[config.mk]
export PLATFORM = sky130hd
export DESIGN_NAME = pixel_write_arbiter
export DESIGN_NICKNAME = d
export VERILOG_FILES = /design/src/rtl/pixel_write_arbiter.sv
export SDC_FILE = /design/constraint.sdc
export NUM_CORES = 1
export LEC_CHECK = 0
export ABC_AREA = 1
export BUFFER_PORTS_ARGS = -buffer_cell sky130_fd_sc_hd__buf_2
export CAP_MARGIN = 20
export CORE_UTILIZATION = 52
export CTS_BUF_LIST = sky130_fd_sc_hd__clkbuf_2
export CTS_CLUSTER_DIAMETER = 120
export DETAILED_ROUTE_END_ITERATION = 8
export GPL_TIMING_DRIVEN = 0
export PLACE_DENSITY = 0.94
export SLEW_MARGIN = 5
export SYNTH_ARGS = -nofsm -noshare
export SYNTH_HDL_FRONTEND = slang
export SYNTH_SLANG_ARGS = --single-unit
[constraint.sdc]
create_clock -name Clock -period 3.06 [get_ports Clock]
set_input_delay 0.612 -clock Clock [delete_from_list [all_inputs] [get_ports Clock]]
set_output_delay 0.612 -clock Clock [all_outputs]
set_load 0.05 [all_outputs]
[src/rtl/pixel_write_arbiter.sv]
// Arbitrates the single VGA pixel-write port between three drawing engines and
// registers the granted client's pixel onto the VGA adapter, clipping off-screen writes.
module pixel_write_arbiter #(
  parameter int unsigned XSCREEN  = 640,
  parameter int unsigned YSCREEN  = 480,
  parameter int unsigned MAX_HOLD = 4096,
  parameter int unsigned PRIO0    = 1
) (
  input  logic        Clock,
  input  logic        Resetn,
  input  logic [2:0]  req,
  input  logic [2:0]  lock,
  input  logic [2:0]  wr,
  input  logic [29:0] x_bus,
  input  logic [26:0] y_bus,
  input  logic [26:0] color_bus,
  output logic [2:0]  gnt,
  output logic [9:0]  VGA_x,
  output logic [8:0]  VGA_y,
  output logic [8:0]  VGA_color,
  output logic        VGA_write,
  output logic        busy,
  output logic        clip_err
);

  localparam int HW = $clog2(MAX_HOLD + 1);

  typedef enum logic {IDLE, OWNED} state_t;

  state_t        r_state, w_stateNext;
  logic [1:0]    r_owner, r_lastOwner, w_ownerNext, w_lastOwnerNext, w_rrWinner, w_winner;
  logic [HW-1:0] r_holdCnt, w_holdCntNext;
  logic [2:0]    r_gnt, w_gntNext;
  logic          w_othersReq, w_expired, w_leave;

  logic [9:0]    r_vgaX, w_selX;
  logic [8:0]    r_vgaY, r_vgaColor, w_selY, w_selColor;
  logic          r_vgaWrite, r_clipErr, w_wrHit, w_clip;

  function automatic logic [1:0] pickFirst(input logic [2:0] r, input logic [1:0] a,
                                           input logic [1:0] b, input logic [1:0] c);
    if (r[a])      return a;
    else if (r[b]) return b;
    return c;
  endfunction

  always_comb begin
    case (r_lastOwner)
      2'd0:    w_rrWinner = pickFirst(req, 2'd1, 2'd2, 2'd0);
      2'd1:    w_rrWinner = pickFirst(req, 2'd2, 2'd0, 2'd1);
      default: w_rrWinner = pickFirst(req, 2'd0, 2'd1, 2'd2);
    endcase
    w_winner = ((PRIO0 != 0) && req[0]) ? 2'd0 : w_rrWinner;
  end

  always_ff @(posedge Clock) begin
    if (!Resetn) begin
      r_state     <= IDLE;
      r_owner     <= 2'd0;
      r_lastOwner <= 2'd2;
      r_holdCnt   <= '0;
      r_gnt       <= 3'b000;
    end else begin
      r_state     <= w_stateNext;
      r_owner     <= w_ownerNext;
      r_lastOwner <= w_lastOwnerNext;
      r_holdCnt   <= w_holdCntNext;
      r_gnt       <= w_gntNext;
    end
  end

  // The owner leaves on its own release, or is preempted once its hold budget is spent
  // and someone else is waiting; a held lock overrides both.
  assign w_othersReq = |(req & ~r_gnt);
  assign w_expired   = (r_holdCnt >= HW'(MAX_HOLD - 1));
  assign w_leave     = !lock[r_owner] && (!req[r_owner] || (w_expired && w_othersReq));

  always_comb begin
    w_stateNext     = r_state;
    w_ownerNext     = r_owner;
    w_lastOwnerNext = r_lastOwner;
    w_holdCntNext   = r_holdCnt;
    w_gntNext       = r_gnt;
    case (r_state)
      IDLE: begin
        if (|req) begin
          w_gntNext     = 3'b001 << w_winner;
          w_ownerNext   = w_winner;
          w_holdCntNext = '0;
          w_stateNext   = OWNED;
        end
      end
      OWNED: begin
        if (r_holdCnt < HW'(MAX_HOLD)) w_holdCntNext = r_holdCnt + HW'(1);
        if (w_leave) begin
          w_gntNext       = 3'b000;
          w_lastOwnerNext = r_owner;
          w_stateNext     = IDLE;
        end
      end
      default: w_stateNext = IDLE;
    endcase
  end

  always_comb begin
    busy = (r_state == OWNED);
  end

  always_comb begin
    w_wrHit = |(r_gnt & wr);
    case (r_gnt)
      3'b010: begin
        w_selX = x_bus[19:10]; w_selY = y_bus[17:9]; w_selColor = color_bus[17:9];
      end
      3'b100: begin
        w_selX = x_bus[29:20]; w_selY = y_bus[26:18]; w_selColor = color_bus[26:18];
      end
      default: begin
        w_selX = x_bus[9:0]; w_selY = y_bus[8:0]; w_selColor = color_bus[8:0];
      end
    endcase
    w_clip = (32'(w_selX) >= XSCREEN) || (32'(w_selY) >= YSCREEN);
  end

  // Coordinates are captured even on a clipped write; only the strobe is suppressed.
  always_ff @(posedge Clock) begin
    if (!Resetn) begin
      r_vgaX     <= '0;
      r_vgaY     <= '0;
      r_vgaColor <= '0;
      r_vgaWrite <= 1'b0;
      r_clipErr  <= 1'b0;
    end else begin
      r_vgaWrite <= 1'b0;
      if (w_wrHit) begin
        r_vgaX     <= w_selX;
        r_vgaY     <= w_selY;
        r_vgaColor <= w_selColor;
        if (w_clip) r_clipErr  <= 1'b1;
        else        r_vgaWrite <= 1'b1;
      end
    end
  end

  assign gnt       = r_gnt;
  assign VGA_x     = r_vgaX;
  assign VGA_y     = r_vgaY;
  assign VGA_color = r_vgaColor;
  assign VGA_write = r_vgaWrite;
  assign clip_err  = r_clipErr;

endmodule

==> After elaboration in Yosys (flattened, before gate mapping) <==
Index checks and enable logic that the tools add are counted.
{ "classes": {"addsub": 1, "order_cmp": 5, "n_eq_ne": 6, "shift": 1, "muxes": 34, "n_bitwise": 4, "reduce_logical": 17} }
{ "op_table": {"columns": ["cell", "n"], "rows": [
  ["$pmux W9 S2", 2],
  ["$mux W13", 2],
  ["$pmux W13 S2", 1],
  ["$pmux W10 S2", 1],
  ["$mux W1", 14],
  ["$mux W2", 7],
  ["$add A13 B1 Y13 const B", 1],
  ["$ge A13 B12 Y1 const B", 1],
  ["$lt A13 B13 Y1 const B", 1],
  ["$reduce_and A2 Y1", 6],
  ["$ge A10 B10 Y1 const B", 1],
  ["$ge A9 B9 Y1 const B", 1],
  ["$reduce_or A3 Y1", 3],
  ["$and A3 B3 Y3", 2],
  ["$mux W3", 2],
  ["$pmux W3 S2", 1],
  ["$bmux W1 S2", 2],
  ["$ne A2 B1 Y1 const B", 2],
  ["$pmux W2 S2", 1],
  ["$eq A3 B2 Y1 const B", 1],
  ["$eq A3 B3 Y1 const B", 1],
  ["$lt A2 B3 Y1 const B", 1],
  ["$not A3 Y3", 1],
  ["$shl A1 B2 Y3 const A", 1],
  ["other kinds (9)", 12]
]} }
{ "totals": {"reg_bits": 51, "input_bits": 95, "output_inout_bits": 34} }

==> Depth between registers and ports, before layout <==
Gate-level depths: netlist of run 1.
{ "logic_depth": {"ltp_word": 9, "depth_mapped": 11, "mapped_depth_nobuf": 11} }

==> Worst setup path after synthesis of run 1 <==
OpenSTA, ideal clock, no wires.
{ "synth_timing": {"path_type": "reg2reg", "from": "register r_state (netlist: busy)", "to": "register r_holdCnt[4]", "setup_time_ps": 120, "arrival_time_ps": 1480, "required_ps": 2940, "setup_slack_ps": 1460, "path_stages_with_launch": 9, "path_buffers": 0, "period_less_slack_ps": 1600, "cell_sequence": "dfxtp_1 inv_2 nand2_4 inv_4 nor2_4 inv_4 nand2_2 nor2_1 a2bb2oi_1"} }
{ "synth_via": {"elab_chain_len": 3} }
{ "synth_rtl": {"columns": ["element", "line", "text"], "rows": [
  ["start, declared", "30", "state_t r_state, w_stateNext;"],
  ["start signal, assigned", "64", "r_state <= w_stateNext;"],
  ["$not A1 Y1 (no line)", null, null],
  ["$ne A2 B2 Y1 (no line)", null, null],
  ["$reduce_and A2 Y1 (no line)", null, null],
  ["end signal, assigned", "67", "r_holdCnt <= w_holdCntNext;"],
  ["end, declared", "32", "logic [HW-1:0] r_holdCnt, w_holdCntNext;"]
]} }
Parallel ways exist; a longest one is shown, timed or not.
A chain may end at the register's enable or synchronous reset.

==> Worst setup path after layout of run 1 <==
{ "layout_timing": {"from": "register r_state (netlist: busy)", "to": "output busy"} }
{ "layout_lines": {"columns": ["element", "line", "text"], "rows": [
  ["end, declared", "22", "output logic busy,"]
]} }
No word-level cell between the ends.

==> flow_summary.yaml, run 1 <==
status:
  status: "finished, final reports clean"
cts:
  cts_made_buffers: 5
  cts_tree: "built"
  cts_buffer_depth: 2
  cts_sinks: 51
  clockRootBuffer: "clkbuf_2"
  ctsHoldBuffers: 0
  h-tree-depth: 2
  post_cts_resized: 0
  insertion_delay_ns: 0.44
  cts_setup_buffers: 0
  clk_pin_slew_ns: 0.25
routing:
  vias_per_cell: 5.55
  wl_per_cell_um: 14.3
  first_pass_iters: 5
  vias: 3235
  drc: 0
  antenna_left: 0
  drt_iter0_drc: 177
  wl_mm: 8.32
synth:
  synth_cells: 377
  ys_seq_elements: 51
  ys_top_cells_by_area: "dfxtp_1 (37%), nand2_1 (13%), a221oi_2 (8.1%), o21ai_0 (7.0%), a21oi_1 (6.5%)"
  ys_seq_area_share_pct: 36.8
  synth_ff_type: "dfxtp_1"
  synth_edf_count: 0
  yosysWarnings: 0
  mappedNetlistNets: 473
  synth_cell_types: 36
  syn_area_um2: 2780
  yosys.area.top_type: "dfxtp_1"
  synth_top_area_share_pct: 36.8
  synthArstFlopShare_pct: 0
  syn_area_per_cell_um2: 7.36
global_routing:
  antenna_found_initial: 0
  grt_pass1_wl_mm: 12.9
  overflow: 0
  grt_pass1_vias: 2881
  grt.total_usage_pct: 30.0
  grt_max_degree: 15
sta:
  fmax_mhz: 525
  drv_slew: 0
  slew-limit-headroom_pct: 69.7
  hold_violations: 0
  setup-tns-final_ns: 0
  finalClockSkew_ns: 0.0213
  finalSetupViolations: 0
  rsz0062_at_grt: "false"
  period_minus_slack_ns: 1.90
  period_share_pct: 62.2
  tightestPinTransition_ns: 0.455
final_layout:
  layout-drive-gt1-share_pct: 37.0
  seq_area_um2: 1020
  final_common_cell: "buf_2"
  fin_nets: 608
  multiInputGateArea_um2: 1520
  mostFrequentLayoutCells: "buf_2 (135), nand2_1 (96), dfxtp_1 (51)"
  area_delta_synth_final_pct: 27.6
  insertedDiodeCount: 0
  num-fill-cells: 403
critical_path:
  critPathBufInv: 1
  cp-end-kind: "output port"
  r2r_setup_slack_ns: 1.47
  crit_chain: "buf_2"
  cp_num_cells: 1
  timing.rr.end: "VGA_y[3]"
  crit_type: "flop to output port"
  reg2reg_from: "gnt[1]"
  cp-start-kind: "flop"
  cp_top_family: "flip-flops"
  crit_start: "busy"
  worst_path_max_delay_cell: "dfxtp_1"
  worstPathMaxFanout: 7
  reg2regPathDepth: 5
  required_ns: 2.45
  cp.arrival_ns: 1.29
  critical_path.max_stage_delay_ns: 0.53
worst_hold_path:
  hold_depth: 3
  hold_path.class: "input port to flop"
  hold-path-endpoint: "VGA_color[8]"
  hp-start: "color_bus[8]"
floorplan:
  die_w_um: 75.1
  rows: 26
  placeableCoreArea_um2: 5110
  io_pins: 129
  start_util_pct: 54.3
  dieArea_um2: 5630
  die_h_um: 75.1
place:
  place_congestion: 0.891
  portBuffers: 128
  dp_hpwl_mm: 6.41
job:
  max-cap-violations: 0
power:
  leakage_uw: 0.00179
  total_power_uw: 1820
  ir_drop_mv: 0.311
  powerDensity_nw_per_um2: 514
layout make-up:
cell class / count / area share, %
multi-input combinational: 272 / 42.8
buffer: 16 / 2.58
timing repair buffer: 128 / 18.1
inverter: 38 / 4.17
sequential: 51 / 28.8
clock buffer: 6 / 0.848
clock inverter: 2 / 0.212
tap: 70 / 2.47
sequential cells by signal, summed over array words and instances (netlist names):
signal       count
r_holdCnt       13
clip_err         1
r_owner          2
VGA_x           10
r_lastOwner      2
VGA_color        9
VGA_y            9
VGA_write        1
gnt              3
busy             1
layer usage:
metal  up-vias  share of wire (%)  GRT usage, %
met1      1468                 40          34.7
met2       183                 50          53.5
met3        28                7.1          7.23
met5         -                  0             0
li1       1556                  -             -
met4         0                2.6          11.7
cells in the mapped netlist (4+ instances only):
| master | number |
|---|---|
| nand2_1 | 96 |
| dfxtp_1 | 51 |
| o21ai_0 | 39 |
| a21oi_1 | 36 |
| inv_1 | 28 |
| nor2_1 | 26 |
| nand3_1 | 19 |
| a221oi_2 | 15 |
| buf_2 | 7 |
| inv_2 | 7 |
| nand2_2 | 5 |
| nand3_2 | 5 |
| o211ai_1 | 5 |
| a41oi_1 | 4 |
| clkbuf_1 | 4 |
| nor2_4 | 4 |
logic make-up after synthesis:
logic type / count (synthesis) / share of synthesized area, %
adder cells (fa/ha/maj): 1 / 0.451
buffers and inverters: 54 / 8.61
flip-flops: 51 / 36.8
AO/OA/AOI/OAI: 111 / 27.6
AND/OR/NAND/NOR: 160 / 26.5
worst max path at each step:
stage	to	slack, ns
floorplan	r_holdCnt[4]	1.46
global placement	r_holdCnt[4]	1.33
detailed placement	r_holdCnt[4]	1.28
CTS	busy	1.18
global route	busy	1.11
finish	busy	1.16
through the flow:
step | hold slack, ns | instances | instance area [µm²] | setup WS, ns | utilization, %
CTS | 0.375 | 583 | 3540 | 1.18 | 69.3
global route | 0.375 | 583 | 3540 | 1.11 | 69.3
finish | 0.384 | 583 | 3540 | 1.16 | 69.3
detailed placement | 0.442 | 575 | 3500 | 1.28 | 68.6
floorplan | 0.456 | 377 | 2780 | 1.46 | -
global placement | 0.432 | 575 | 3500 | 1.33 | 68.6
where the power goes:
group          total [µW]  switching, µW  leakage (µW)  internal (µW)
Clock                 267            212     0.0000281           54.9
Combinational         761            537       0.00135            224
Sequential            790           50.5      0.000419            740
Note: power is estimated with default switching activity, not from simulation.
==> inputs of run 2 (changes only) <==
--- a/config.mk
+++ b/config.mk
@@ -8,12 +8,12 @@
 export ABC_AREA = 1
 export BUFFER_PORTS_ARGS = -buffer_cell sky130_fd_sc_hd__buf_2
 export CAP_MARGIN = 20
-export CORE_UTILIZATION = 52
+export CORE_UTILIZATION = 48
 export CTS_BUF_LIST = sky130_fd_sc_hd__clkbuf_2
 export CTS_CLUSTER_DIAMETER = 120
 export DETAILED_ROUTE_END_ITERATION = 8
 export GPL_TIMING_DRIVEN = 0
-export PLACE_DENSITY = 0.94
+export PLACE_DENSITY = 0.88
 export SLEW_MARGIN = 5
 export SYNTH_ARGS = -nofsm -noshare
 export SYNTH_HDL_FRONTEND = slang
==> constraint.sdc (replaced) <==
create_clock -name Clock -period 1.9 [get_ports Clock]
set_input_delay 0.38 -clock Clock [delete_from_list [all_inputs] [get_ports Clock]]
set_output_delay 0.38 -clock Clock [all_outputs]
set_load 0.05 [all_outputs]
==> run 2 against run 1 <==
Core utilization decreased by 5.4 points. Via count decreased by 2.3%. Clock-buffer cell count unchanged. Critical endpoint unchanged. Die area increased by 8.1%.
==> flow_summary.yaml, run 2 (same netlist as run 1, synthesis figures left out) <==
critical_path:
  critical_path.max_stage_delay_ns: 0.53
  reg2reg_from: "r_holdCnt[0]"
  cp-end-kind: "output port"
  cp_num_cells: 1
  cp-start-kind: "flop"
  required_ns: 1.52
  timing.rr.end: "gnt[2]"
  crit_type: "flop to output port"
  critPathBufInv: 1
  reg2regPathDepth: 10
  crit_chain: "buf_2"
  cp_top_family: "flip-flops"
  cp.arrival_ns: 1.27
  r2r_setup_slack_ns: 0.33
  worst_path_max_delay_cell: "dfxtp_1"
  worstPathMaxFanout: 7
routing:
  first_pass_iters: 5
  drc: 0
  vias: 3159
  vias_per_cell: 5.40
  wl_per_cell_um: 14.2
  wl_mm: 8.32
  antenna_left: 0
  drt_iter0_drc: 235
final_layout:
  layout-drive-gt1-share_pct: 37.0
  num-fill-cells: 510
  insertedDiodeCount: 0
  final_common_cell: "buf_2"
  area_delta_synth_final_pct: 27.7
  largest_reg_flops: 13
  mostFrequentLayoutCells: "buf_2 (135), nand2_1 (96), dfxtp_1 (51)"
  multiInputGateArea_um2: 1520
  largest_register: "r_holdCnt"
  seq_area_um2: 1020
  fin_nets: 608
sta:
  setup-tns-final_ns: 0
  hold_violations: 0
  slew-limit-headroom_pct: 67.2
  finalSetupViolations: 0
  finalClockSkew_ns: 0.0128
  period_minus_slack_ns: 1.65
  fmax_mhz: 604
  whs_ns: 0.155
  tightestPinTransition_ns: 0.492
  period_share_pct: 87.1
  drv_slew: 0
  rsz0062_at_grt: "false"
global_routing:
  grt_pass1_wl_mm: 13.3
  grt.total_usage_pct: 27.5
  overflow: 0
  grt_pass1_vias: 3012
  grt_max_degree: 15
  antenna_found_initial: 0
cts:
  ctsHoldBuffers: 0
  insertion_delay_ns: 0.43
  cts_buffer_depth: 2
  cts_tree: "built"
  clockRootBuffer: "clkbuf_2"
  clk_pin_slew_ns: 0.25
  cts_made_buffers: 5
  h-tree-depth: 2
  post_cts_resized: 0
  cts_setup_buffers: 0
  cts_sinks: 51
worst_hold_path:
  hold-path-endpoint: "VGA_color[8]"
  hold_path.class: "input port to flop"
  hold_depth: 3
  hp-start: "color_bus[8]"
power:
  total_power_uw: 2920
  p_int_uw: 1640
  power.clock.fraction_pct: 14.8
  p_sw_uw: 1280
  powerDensity_nw_per_um2: 825
  leakage_uw: 0.00179
  p_comb_share_pct: 41.7
  ir_drop_mv: 0.645
  power.share.switching_pct: 43.9
  pwr-share-seq_pct: 43.5
floorplan:
  start_util_pct: 50.1
  io_pins: 129
  rows: 27
  die_h_um: 78.0
  placeableCoreArea_um2: 5540
  dieArea_um2: 6090
  die_w_um: 78.0
place:
  portBuffers: 128
  place_congestion: 0.866
  dp_hpwl_mm: 6.41
job:
  max-cap-violations: 0
status:
  status: "finished, final reports clean"
==> run 2: cell counts in the layout (fill, tap and decap cells not counted) <==
Identical to the previous run, type by type.
==> run 2: how the worst max path moves through the flow <==
stage,startpoint,to
after detailed placement,req[2],r_holdCnt[4]
after global placement,req[1],r_holdCnt[4]
after global routing,r_holdCnt[0],gnt[0]
final,busy,busy
after CTS,busy,busy
after floorplan,busy,r_holdCnt[4]
==> run 2: area by class of cell <==
type / count / area share (%)
timing repair buffer: 128 / 18.1
tap: 72 / 2.54
multi-input combinational: 272 / 42.8
sequential: 51 / 28.8
clock inverter: 2 / 0.212
inverter: 38 / 4.17
buffer: 16 / 2.58
clock buffer: 6 / 0.847
==> run 2: power by group through the flow <==
| stage | Clock [µW] | Sequential, µW | Combinational, µW |
|---|---|---|---|
| final | 432 | 1270 | 1220 |
| after floorplan | 0 | 1650 | 500 |
| after CTS | 437 | 1270 | 1220 |
| after global routing | 477 | 1280 | 1320 |
| after global placement | 0 | 1290 | 1190 |
| after detailed placement | 0 | 1290 | 1210 |
==> run 2: through the flow <==
stage	instance area, µm²	setup slack [ns]	std cells	utilization, %
2_1_floorplan	2780	0.300	377	-
3_3_place_gp	3510	0.385	577	63.3
3_5_place_dp	3510	0.344	577	63.3
4_1_cts	3540	0.240	585	64.0
5_1_grt	3540	0.178	585	64.0
6_report	3540	0.245	585	64.0
==> run 2: metal layers <==
layer / track usage [%] / vias up / wire (µm)
met1: 31.3 / 1440 / 3400
met3: 7.09 / 19 / 612
met5: 0 / - / 0
met4: 12.6 / 0 / 168
met2: 48.3 / 154 / 4140
li1: - / 1546 / -
